## src/rtl/pixel_group_serializer_if.sv

```systemverilog
// Handshake bundle between the shape drawer, the pixel group serializer and the addressing engine.
// master = traffic source/sink side, slave = serializer side.
interface pixel_group_serializer_if #(
    parameter int unsigned NUM_PX  = 4,
    parameter int unsigned COORD_W = 10,
    parameter int unsigned COLOR_W = 12
) ();
    logic [NUM_PX*COORD_W-1:0]    in_x;
    logic [NUM_PX*COORD_W-1:0]    in_y;
    logic [COLOR_W-1:0]           in_color;
    logic [NUM_PX-1:0]            in_mask;
    logic                         in_rts;
    logic                         in_rtr;
    logic [2*COORD_W+COLOR_W-1:0] out_data;
    logic                         out_rts;
    logic                         out_rtr;

    modport master (
        output in_x, in_y, in_color, in_mask, in_rts, out_rtr,
        input  in_rtr, out_data, out_rts
    );

    modport slave (
        input  in_x, in_y, in_color, in_mask, in_rts, out_rtr,
        output in_rtr, out_data, out_rts
    );
endinterface

```

## src/rtl/pixel_group_serializer.sv

```systemverilog
// Clips/masks a group of NUM_PX shared-colour pixels and serializes survivors into a show-ahead FIFO.
// Optional macro PXSER_DEDUP_EN: also drop lanes duplicating a lower kept-eligible lane of the same group.
module pixel_group_serializer #(
    parameter int unsigned NUM_PX    = 4,
    parameter int unsigned COORD_W   = 10,
    parameter int unsigned COLOR_W   = 12,
    parameter int unsigned DEPTH     = 128,
    parameter int unsigned LOG2DEPTH = 7,
    parameter int unsigned X_MAX     = 639,
    parameter int unsigned Y_MAX     = 479
) (
    input  logic                   clk,
    input  logic                   rst_,
    pixel_group_serializer_if.slave bus,
    output logic [LOG2DEPTH:0]     fill,
    output logic [15:0]            drop_cnt
);
    localparam int unsigned WORD_W = 2*COORD_W + COLOR_W;
    localparam int unsigned IDX_W  = (NUM_PX > 1) ? $clog2(NUM_PX) : 1;
    localparam int unsigned FILL_W = LOG2DEPTH + 1;

    typedef enum logic {S_IDLE, S_EMIT} state_t;

    state_t                    r_state;
    logic [NUM_PX*COORD_W-1:0] r_x;
    logic [NUM_PX*COORD_W-1:0] r_y;
    logic [COLOR_W-1:0]        r_color;
    logic [NUM_PX-1:0]         r_mask;
    logic [IDX_W-1:0]          r_idx;
    logic [WORD_W-1:0]         r_mem [DEPTH];
    logic [LOG2DEPTH-1:0]      r_wr_ptr;
    logic [LOG2DEPTH-1:0]      r_rd_ptr;
    logic [FILL_W-1:0]         r_fill;
    logic [15:0]               r_drop_cnt;

    logic [COORD_W-1:0] w_lx [NUM_PX];
    logic [COORD_W-1:0] w_ly [NUM_PX];
    logic [NUM_PX-1:0]  w_inb;
    logic [COORD_W-1:0] w_cur_x;
    logic [COORD_W-1:0] w_cur_y;
    logic               w_dup;
    logic               w_valid;
    logic               w_keep;
    logic               w_drop;
    logic               w_wr;
    logic               w_rd;
    logic               w_room;
    logic               w_in_rtr;
    logic               w_accept;

    // Unpack held lanes and evaluate visibility for every lane
    always_comb begin
        for (int i = 0; i < int'(NUM_PX); i++) begin
            w_lx[i]  = r_x[i*COORD_W +: COORD_W];
            w_ly[i]  = r_y[i*COORD_W +: COORD_W];
            w_inb[i] = (w_lx[i] <= COORD_W'(X_MAX)) && (w_ly[i] <= COORD_W'(Y_MAX));
        end
    end

    assign w_cur_x = w_lx[r_idx];
    assign w_cur_y = w_ly[r_idx];

`ifdef PXSER_DEDUP_EN
    // A lane repeats an earlier visible lane's pixel, e.g. at an ellipse apex
    always_comb begin
        w_dup = 1'b0;
        for (int j = 0; j < int'(NUM_PX); j++) begin
            if ((IDX_W'(j) < r_idx) && r_mask[j] && w_inb[j] &&
                (w_lx[j] == w_cur_x) && (w_ly[j] == w_cur_y)) begin
                w_dup = 1'b1;
            end
        end
    end
`else
    assign w_dup = 1'b0;
`endif

    assign w_valid  = (r_state == S_EMIT) && r_mask[r_idx];
    assign w_keep   = w_valid && w_inb[r_idx] && !w_dup;
    assign w_drop   = w_valid && !w_keep;
    assign w_wr     = w_keep;
    assign w_rd     = (r_fill != '0) && bus.out_rtr;
    // Room for a full group guarantees EMIT never overflows the FIFO
    assign w_room   = (r_fill <= FILL_W'(DEPTH - NUM_PX));
    assign w_in_rtr = !rst_ && (r_state == S_IDLE) && w_room;
    assign w_accept = bus.in_rts && w_in_rtr;

    always_ff @(posedge clk) begin
        if (rst_) begin
            r_state    <= S_IDLE;
            r_x        <= '0;
            r_y        <= '0;
            r_color    <= '0;
            r_mask     <= '0;
            r_idx      <= '0;
            r_wr_ptr   <= '0;
            r_rd_ptr   <= '0;
            r_fill     <= '0;
            r_drop_cnt <= '0;
        end else begin
            case (r_state)
                S_IDLE: begin
                    if (w_accept) begin
                        r_x     <= bus.in_x;
                        r_y     <= bus.in_y;
                        r_color <= bus.in_color;
                        r_mask  <= bus.in_mask;
                        r_idx   <= '0;
                        r_state <= S_EMIT;
                    end
                end
                S_EMIT: begin
                    if (r_idx == IDX_W'(NUM_PX - 1)) begin
                        r_idx   <= '0;
                        r_state <= S_IDLE;
                    end else begin
                        r_idx <= r_idx + IDX_W'(1);
                    end
                end
                default: r_state <= S_IDLE;
            endcase

            if (w_wr) r_wr_ptr <= r_wr_ptr + LOG2DEPTH'(1);
            if (w_rd) r_rd_ptr <= r_rd_ptr + LOG2DEPTH'(1);
            case ({w_wr, w_rd})
                2'b10:   r_fill <= r_fill + FILL_W'(1);
                2'b01:   r_fill <= r_fill - FILL_W'(1);
                default: r_fill <= r_fill;
            endcase

            if (w_drop && (r_drop_cnt != 16'hFFFF)) r_drop_cnt <= r_drop_cnt + 16'd1;
        end
    end

    // FIFO storage carries no reset; emptiness is tracked by r_fill
    always_ff @(posedge clk) begin
        if (w_wr) r_mem[r_wr_ptr] <= {w_cur_x, w_cur_y, r_color};
    end

    assign bus.in_rtr   = w_in_rtr;
    assign bus.out_rts  = (r_fill != '0);
    assign bus.out_data = (r_fill != '0) ? r_mem[r_rd_ptr] : '0;
    assign fill         = r_fill;
    assign drop_cnt     = r_drop_cnt;
endmodule

```

## src/flat_wrapper.sv

```systemverilog
// flat-port wrapper written by rule: the top's interface ports become plain ports
module pixel_group_serializer_flat 
#(
    parameter int unsigned NUM_PX    = 4,
    parameter int unsigned COORD_W   = 10,
    parameter int unsigned COLOR_W   = 12,
    parameter int unsigned DEPTH     = 128,
    parameter int unsigned LOG2DEPTH = 7,
    parameter int unsigned X_MAX     = 639,
    parameter int unsigned Y_MAX     = 479
)
  (clk, rst_, fill, drop_cnt, bus_in_x, bus_in_y, bus_in_color, bus_in_mask, bus_in_rts, bus_out_rtr, bus_in_rtr, bus_out_data, bus_out_rts);
  pixel_group_serializer_if #(.NUM_PX(NUM_PX), .COORD_W(COORD_W), .COLOR_W(COLOR_W)) bus_i ();
  input  logic clk;
  input  logic rst_;
  output logic [LOG2DEPTH:0] fill;
  output logic [15:0] drop_cnt;
  input wire logic [$bits(bus_i.in_x)-1:0] bus_in_x;
  input wire logic [$bits(bus_i.in_y)-1:0] bus_in_y;
  input wire logic [$bits(bus_i.in_color)-1:0] bus_in_color;
  input wire logic [$bits(bus_i.in_mask)-1:0] bus_in_mask;
  input wire logic [$bits(bus_i.in_rts)-1:0] bus_in_rts;
  input wire logic [$bits(bus_i.out_rtr)-1:0] bus_out_rtr;
  output wire logic [$bits(bus_i.in_rtr)-1:0] bus_in_rtr;
  output wire logic [$bits(bus_i.out_data)-1:0] bus_out_data;
  output wire logic [$bits(bus_i.out_rts)-1:0] bus_out_rts;
  assign bus_i.in_x = bus_in_x;
  assign bus_i.in_y = bus_in_y;
  assign bus_i.in_color = bus_in_color;
  assign bus_i.in_mask = bus_in_mask;
  assign bus_i.in_rts = bus_in_rts;
  assign bus_i.out_rtr = bus_out_rtr;
  assign bus_in_rtr = bus_i.in_rtr;
  assign bus_out_data = bus_i.out_data;
  assign bus_out_rts = bus_i.out_rts;
  pixel_group_serializer #(.NUM_PX(NUM_PX), .COORD_W(COORD_W), .COLOR_W(COLOR_W), .DEPTH(DEPTH), .LOG2DEPTH(LOG2DEPTH), .X_MAX(X_MAX), .Y_MAX(Y_MAX)) u_core (.clk(clk), .rst_(rst_), .bus(bus_i), .fill(fill), .drop_cnt(drop_cnt));
endmodule
```

## config.mk

```make
export PLATFORM = sky130hd
export DESIGN_NAME = pixel_group_serializer_flat
export DESIGN_NICKNAME = d
export VERILOG_FILES = /design/src/rtl/pixel_group_serializer_if.sv /design/src/rtl/pixel_group_serializer.sv /design/src/flat_wrapper.sv
export SDC_FILE = /design/constraint.sdc
export NUM_CORES = 2
export LEC_CHECK = 0
export CAP_MARGIN = 10
export CORE_ASPECT_RATIO = 0.7
export CORE_UTILIZATION = 62
export CTS_CLUSTER_DIAMETER = 40
export DETAILED_ROUTE_END_ITERATION = 7
export PLACE_DENSITY_LB_ADDON = 0.12
export SYNTH_ARGS = -nofsm -noshare
export SYNTH_HDL_FRONTEND = slang
export SYNTH_SLANG_ARGS = --single-unit
```

## constraint.sdc

```tcl
create_clock -name clk -period 4.5 [get_ports clk]
set_input_delay 0.9 -clock clk [delete_from_list [all_inputs] [get_ports clk]]
set_output_delay 0.9 -clock clk [all_outputs]
set_load 0.05 [all_outputs]
```

# Word-level counts from Yosys, hierarchy flattened
# Memories as Yosys holds them, arrays and structs flattened. A register that Yosys moved wholly into a read port is not among the register bits.
# Cells that the tools add are included.
# word_totals
reg_bits	137
ram_bits	4096
in_bits	100
output_inout_bits	58
word_cells	74
mem_count	1
# op_classes
n_addsub	6
magnitude_cmp	11
eq_ne	5
n_mux	22
n_bitwise	2
reduce_logical	17
# mem_list
name	words	width	read_ports	rd_ports_with_merged_regs	write_ports	line	rtl
u_core.r_mem	128	32	1	1	1	pixel_group_serializer.sv:30	logic [WORD_W-1:0] r_mem [DEPTH];
# op_table
cell	count
binary-select mux 10 bit (select 2 bit)	2
<= comparator 10 bit (second input constant)	4
<= comparator 10 x 9 -> 1 bit (second input constant)	4
two-way mux 10 bit	4
two-way mux 32 bit	1
adder 16 x 1 -> 16 bit (second input constant)	1
inequality test 16 bit (second input constant)	1
case mux 8 bit (2 select lines)	1
adder 7 x 1 -> 7 bit (second input constant)	2
two-way mux 7 bit	2
logical AND 1 bit	12
adder 8 x 1 -> 8 bit (second input constant)	1
<= comparator 8 x 7 -> 1 bit (second input constant)	1
nonzero test 8 bit	1
subtractor 8 x 1 -> 8 bit (second input constant)	1
two-way mux 1 bit	6
binary-select mux 1 bit (select 2 bit)	2
equality test 2 bit (second input constant)	2
two-way mux 2 bit	2
case mux 2 bit (2 select lines)	1
>= comparator 3 bit (second input constant)	1
less-than comparator 2 x 3 -> 1 bit (second input constant)	1
inverter 2 -> 3 bit	1
adder 2 x 1 -> 2 bit (second input constant)	1
other kinds (7)	8

# Depth between registers and ports, before layout
# depth
ltp_word	8
ltp_mapped	16
ltp_nobuf	13

# Least setup slack after synthesis
# OpenSTA, ideal clock, no wires.
# synth_path
kind	register to register
from	register u_core.r_fill[4], in the netlist u_core.fill[4]
to	register u_core.r_fill[4], in the netlist u_core.fill[4]
setup_ps	116
t_arrival_ps	3671
required_ps	4384
path_slack_ps	713
stages_incl_launch_ff	16
n_path_buf	3
period_less_slack_ps	3787
path_cell_list	dfxtp_1 -> clkbuf_1 -> or3_1 -> o41ai_2 -> inv_1 -> ha_1 -> clkbuf_1 -> clkbuf_1 -> xor2_1 -> ha_1 -> a21o_1 -> a32oi_1 -> o21ai_0 -> xor2_1 -> a21oi_1 -> a31o_2
# synth_via
elab_chain_cells	4
word_cells_on_any_way	8
cone_classes	add/sub: 2; eq/ne: 2; mux: 1; reduce/logical: 3
# synth_lines
element	line	rtl
start, declared	pixel_group_serializer.sv:33	logic [FILL_W-1:0] r_fill;
start signal, assigned	pixel_group_serializer.sv:126	2'b10: r_fill <= r_fill + FILL_W'(1);
start signal, assigned	pixel_group_serializer.sv:127	2'b01: r_fill <= r_fill - FILL_W'(1);
start signal, assigned	pixel_group_serializer.sv:128	default: r_fill <= r_fill;
nonzero test 8 bit *	pixel_group_serializer.sv:82	assign w_rd = (r_fill != '0) && bus.out_rtr;
logical AND 1 bit *	pixel_group_serializer.sv:82	
named net u_core.w_rd	pixel_group_serializer.sv:46	logic w_rd;
equality test 2 x 1 -> 1 bit or equality test 2 bit (tied branches)	pixel_group_serializer.sv:125	case ({w_wr, w_rd})
case mux 8 bit (2 select lines) or nonzero test 2 bit (tied branches)	n/a	
# Mark *: on every way through the listed nets, which the timed path passes. The rest lies on a longest branch.
# A chain may end at the register's enable or synchronous reset.

==> impl_metrics.toml <==
[die]
initial_core_util = 0.624
die_y_um = 429
rows = 156
core-area_um2 = 258000
die_area_um2 = 262000
die_width_um = 612
ioPinCount = 158

[synthesis]
synthArstFlopShare = 0
synth-edff-count = 4096
ys.warnings.count = 0
netlist_area_um2 = 161000
synth_cells = 7669
yosys_most_used_dff = "edfxtp_1"
syn-num-nets = 7776
ys_seq_elements = 4240
synth_cell_type_count = 60
ys_seq_area_frac = 0.781
syn_area_per_cell_um2 = 21.0

[grt]
grt_overflow = 0
grt_antenna_before_repair = 33
grt_pass1_wl_mm = 648
grt_max_degree = 99
grt_use_total = 0.357
grt_pass1_vias = 84046

[run]
maxCapViolCount = 0

[route]
dr.pass1.iters = 6
drtIter0Drc = 16015
routedWlPerCell_um = 38.1
dr_total_vias = 89053
via_per_inst = 7.12
route.detailed.drc = 0
ant_nets = 0
drt_wl_total_mm = 476

[timing]
fin_skew_ns = 0.0364
tightest_slew_ns = 1.52
setup_viol = 32
final_max_slew_viol_count = 24
fin_crit_ns = 5.08
slew_headroom = -0.0154
fmax_mhz = 197
setup_slack_ns = -0.583
min_period_over_period = 1.13
hold_violations = 0
grt_setup_unrepaired = "true"
tns_ns = -14.56

[cells_and_area]
fill_cells = 13926
synthToLayoutAreaGrowth_pct = 19.7
post-route-util = 0.747
final_nets = 8765
instances_no_fill = 12501
drive_above_1_share = 0.306

[critical_path]
start_kind = "flip-flop"
regToRegStartpoint = "u_core.r_idx[0]$_SDFFE_PP0P_"
crit_end = "bus_out_data[23]"
crit_fanout = 11
path_buf_inv = 4
reg2reg_depth = 11
crit_required_ns = 3.60
critical_path_class = "flip-flop to output port"
cp_num_cells = 9
cp_slowest_stage_delay_ns = 0.57
arrival_ns = 4.18
rr_endpoint = "u_core.fill[5]$_SDFFE_PP0P_"
crit_chain = "buf_12 -> buf_16 -> mux4_2 -> a22oi_2 -> and4_4 -> nand4_1 -> buf_4 -> o31a_1 -> buf_6"
ff2ff_setup_slack_ns = 0.78
slowest_stage = "mux4_2"
cp_top_family = "buffers and inverters"
end_kind = "output port"

[cts]
cts_root_buffer = "clkbuf_16"
clock_path_buffers = 4
clock_sinks = 4240
cts_tree = "done"
numCtsBuffers = 430
clk-insertion-delay-late_ns = 0.93
clk_pin_slew_ns = 0.06
htreeDepth = 5

[placed_design]
port_buffers = 157
dp_hpwl_mm = 258
gp_congestion = 0.893
dp_cells = 11452

[power_and_ir_drop]
ir_drop_mv = 0.336
p_leak_nw = 59.7
powerDensity_nw_per_um2 = 426

[status]
violations = "max-slew violations, negative setup slack"
status = "finished, violations left"

[worst_hold_path]
hp-class = "flip-flop to flip-flop"
[layer usage]
layer	wire [um]	share of wire	up-vias	global-route usage
met3	80700	0.17	785	0.129
met4	15400	0.032	14	0.103
li1	-	-	34369	-
met1	176000	0.37	46282	0.546
met2	203000	0.43	7603	0.488
met5	88	0.00018	-	0
[synthesized netlist by cell type, types with 34 or more instances]
| library cell | n | area [um2] |
|---|---|---|
| nand4_1 | 111 | 694 |
| mux2i_1 | 468 | 4680 |
| nand3_1 | 57 | 285 |
| clkbuf_1 | 243 | 912 |
| nor2_1 | 170 | 638 |
| mux4_2 | 812 | 18300 |
| a221oi_1 | 155 | 1360 |
| dfxtp_1 | 144 | 2880 |
| a22oi_1 | 326 | 2450 |
| nand2_1 | 262 | 983 |
| buf_2 | 164 | 821 |
| a21oi_1 | 157 | 786 |
| edfxtp_1 | 4096 | 123000 |
| and4_1 | 34 | 298 |
| o21ai_0 | 121 | 606 |
[worst min path at each step]
| stage | from | endpoint | slack [ns] | cells past startpoint |
|---|---|---|---|---|
| 2_1_floorplan | u_core.r_mask[2]$_SDFFE_PP0P_ | u_core.r_mask[2]$_SDFFE_PP0P_ | 0.43 | 2 |
| 3_3_place_gp | u_core.r_x[30]$_SDFFE_PP0P_ | u_core.r_x[30]$_SDFFE_PP0P_ | 0.44 | 2 |
| 3_5_place_dp | u_core.r_x[32]$_SDFFE_PP0P_ | u_core.r_x[32]$_SDFFE_PP0P_ | 0.44 | 2 |
| 4_1_cts | u_core.r_x[32]$_SDFFE_PP0P_ | u_core.r_x[32]$_SDFFE_PP0P_ | 0.45 | 2 |
| 5_1_grt | u_core.r_y[11]$_SDFFE_PP0P_ | u_core.r_y[11]$_SDFFE_PP0P_ | 0.47 | 2 |
| 6_report | u_core.r_y[24]$_SDFFE_PP0P_ | u_core.r_y[24]$_SDFFE_PP0P_ | 0.45 | 2 |
[cells by family (layout without fill, tap and decap cells)]
kind of cell / Yosys count / after routing / synth area share
AO/OA/AOI/OAI: 905 / 905 / 0.0394
XOR/XNOR: 18 / 18 / 0.000977
buffers and inverters: 483 / 1829 / 0.0139
other: 0 / 10 / 0
multiplexers: 1283 / 1283 / 0.143
AND/OR/NAND/NOR: 733 / 733 / 0.0221
adder cells (fa/ha/maj): 7 / 7 / 0.000543
flip-flops: 4240 / 4240 / 0.781
[worst register-to-register path, stage by stage, from the launching register on]
cell	delay [ns]
dfxtp_2	0.68
mux4_2	0.60
and2_2	0.23
nand3_1	0.18
ha_1	0.23
buf_4	0.24
or4b_1	0.46
o22a_1	0.22
or4_1	0.47
nand3_1	0.10
xnor2_1	0.12
nor2_1	0.05
[power by group]
group          total (mW)  leakage [nW]  internal [mW]  switching, mW
Clock                36.3          6.88           20.7           15.6
Sequential           43.6          38.6           43.4          0.166
Combinational        2.45          14.2          0.898           1.55
[cells in the final DEF (no fill, tap or decap), drive strengths merged, types with 15 or more instances in the layout]
cell	instances
o211ai	33
nand4	111
buf	874
nor2	171
inv	65
bufinv	47
edfxtp	4096
mux2i	468
mux4	812
and4	34
o21ai	143
o31a	33
a22oi	326
dfxtp	144
clkinv	150
a21oi	157
clkinvlp	42
a221oi	155
a22o	33
clkbuf	514
nand2	262
nand3	57
nor2b	15
clkdlybuf4s50	124
[timing repair]
action | 4_1_cts | 5_1_grt
setup buffers | 99 | 108
gates cloned | 37 | 18
resized for setup | 363 | 178
pin swaps | 96 | 107
setup endpoints to repair | 32 | 32
hold buffers | 0 | 0
[per-stage QoR]
| stage | hold slack, ns | total power, mW | worst slack (ns) | cell area [um2] |
|---|---|---|---|---|
| 6_report | 0.453 | 82.3 | -0.583 | 193000 |
| 5_1_grt | 0.471 | 83.9 | -0.584 | 193000 |
| 4_1_cts | 0.451 | 82.2 | -0.605 | 191000 |
| 3_5_place_dp | 0.443 | 46.5 | -0.401 | 173000 |
| 3_3_place_gp | 0.440 | 46.4 | -0.383 | 173000 |
| 2_1_floorplan | 0.433 | 45.4 | 0.713 | 161000 |
[flip-flops by register name (all words and copies together) (netlist names), 2 cells and up, named ones only]
signal	count
u_core.r_mask	4
u_core.r_y	40
u_core.fill	8
u_core.r_color	12
u_core.r_idx	2
u_core.r_mem	4096
u_core.drop_cnt	16
u_core.r_x	40
u_core.r_wr_ptr	7
u_core.r_rd_ptr	7
[area by class of cell]
| cell class | count | area [um2] | area share |
|---|---|---|---|
| multi-input cells | 2946 | 35400 | 0.183 |
| inverters | 12 | 45.0 | 0.000233 |
| clock buffers | 497 | 11200 | 0.0579 |
| flip-flops and latches | 4240 | 126000 | 0.652 |
| repair buffers | 1028 | 13000 | 0.0675 |
| diodes | 10 | 25.0 | 0.000130 |
| well taps | 3476 | 4350 | 0.0225 |
| clock inverters | 292 | 3110 | 0.0161 |
(Power assumes the default switching activity.)
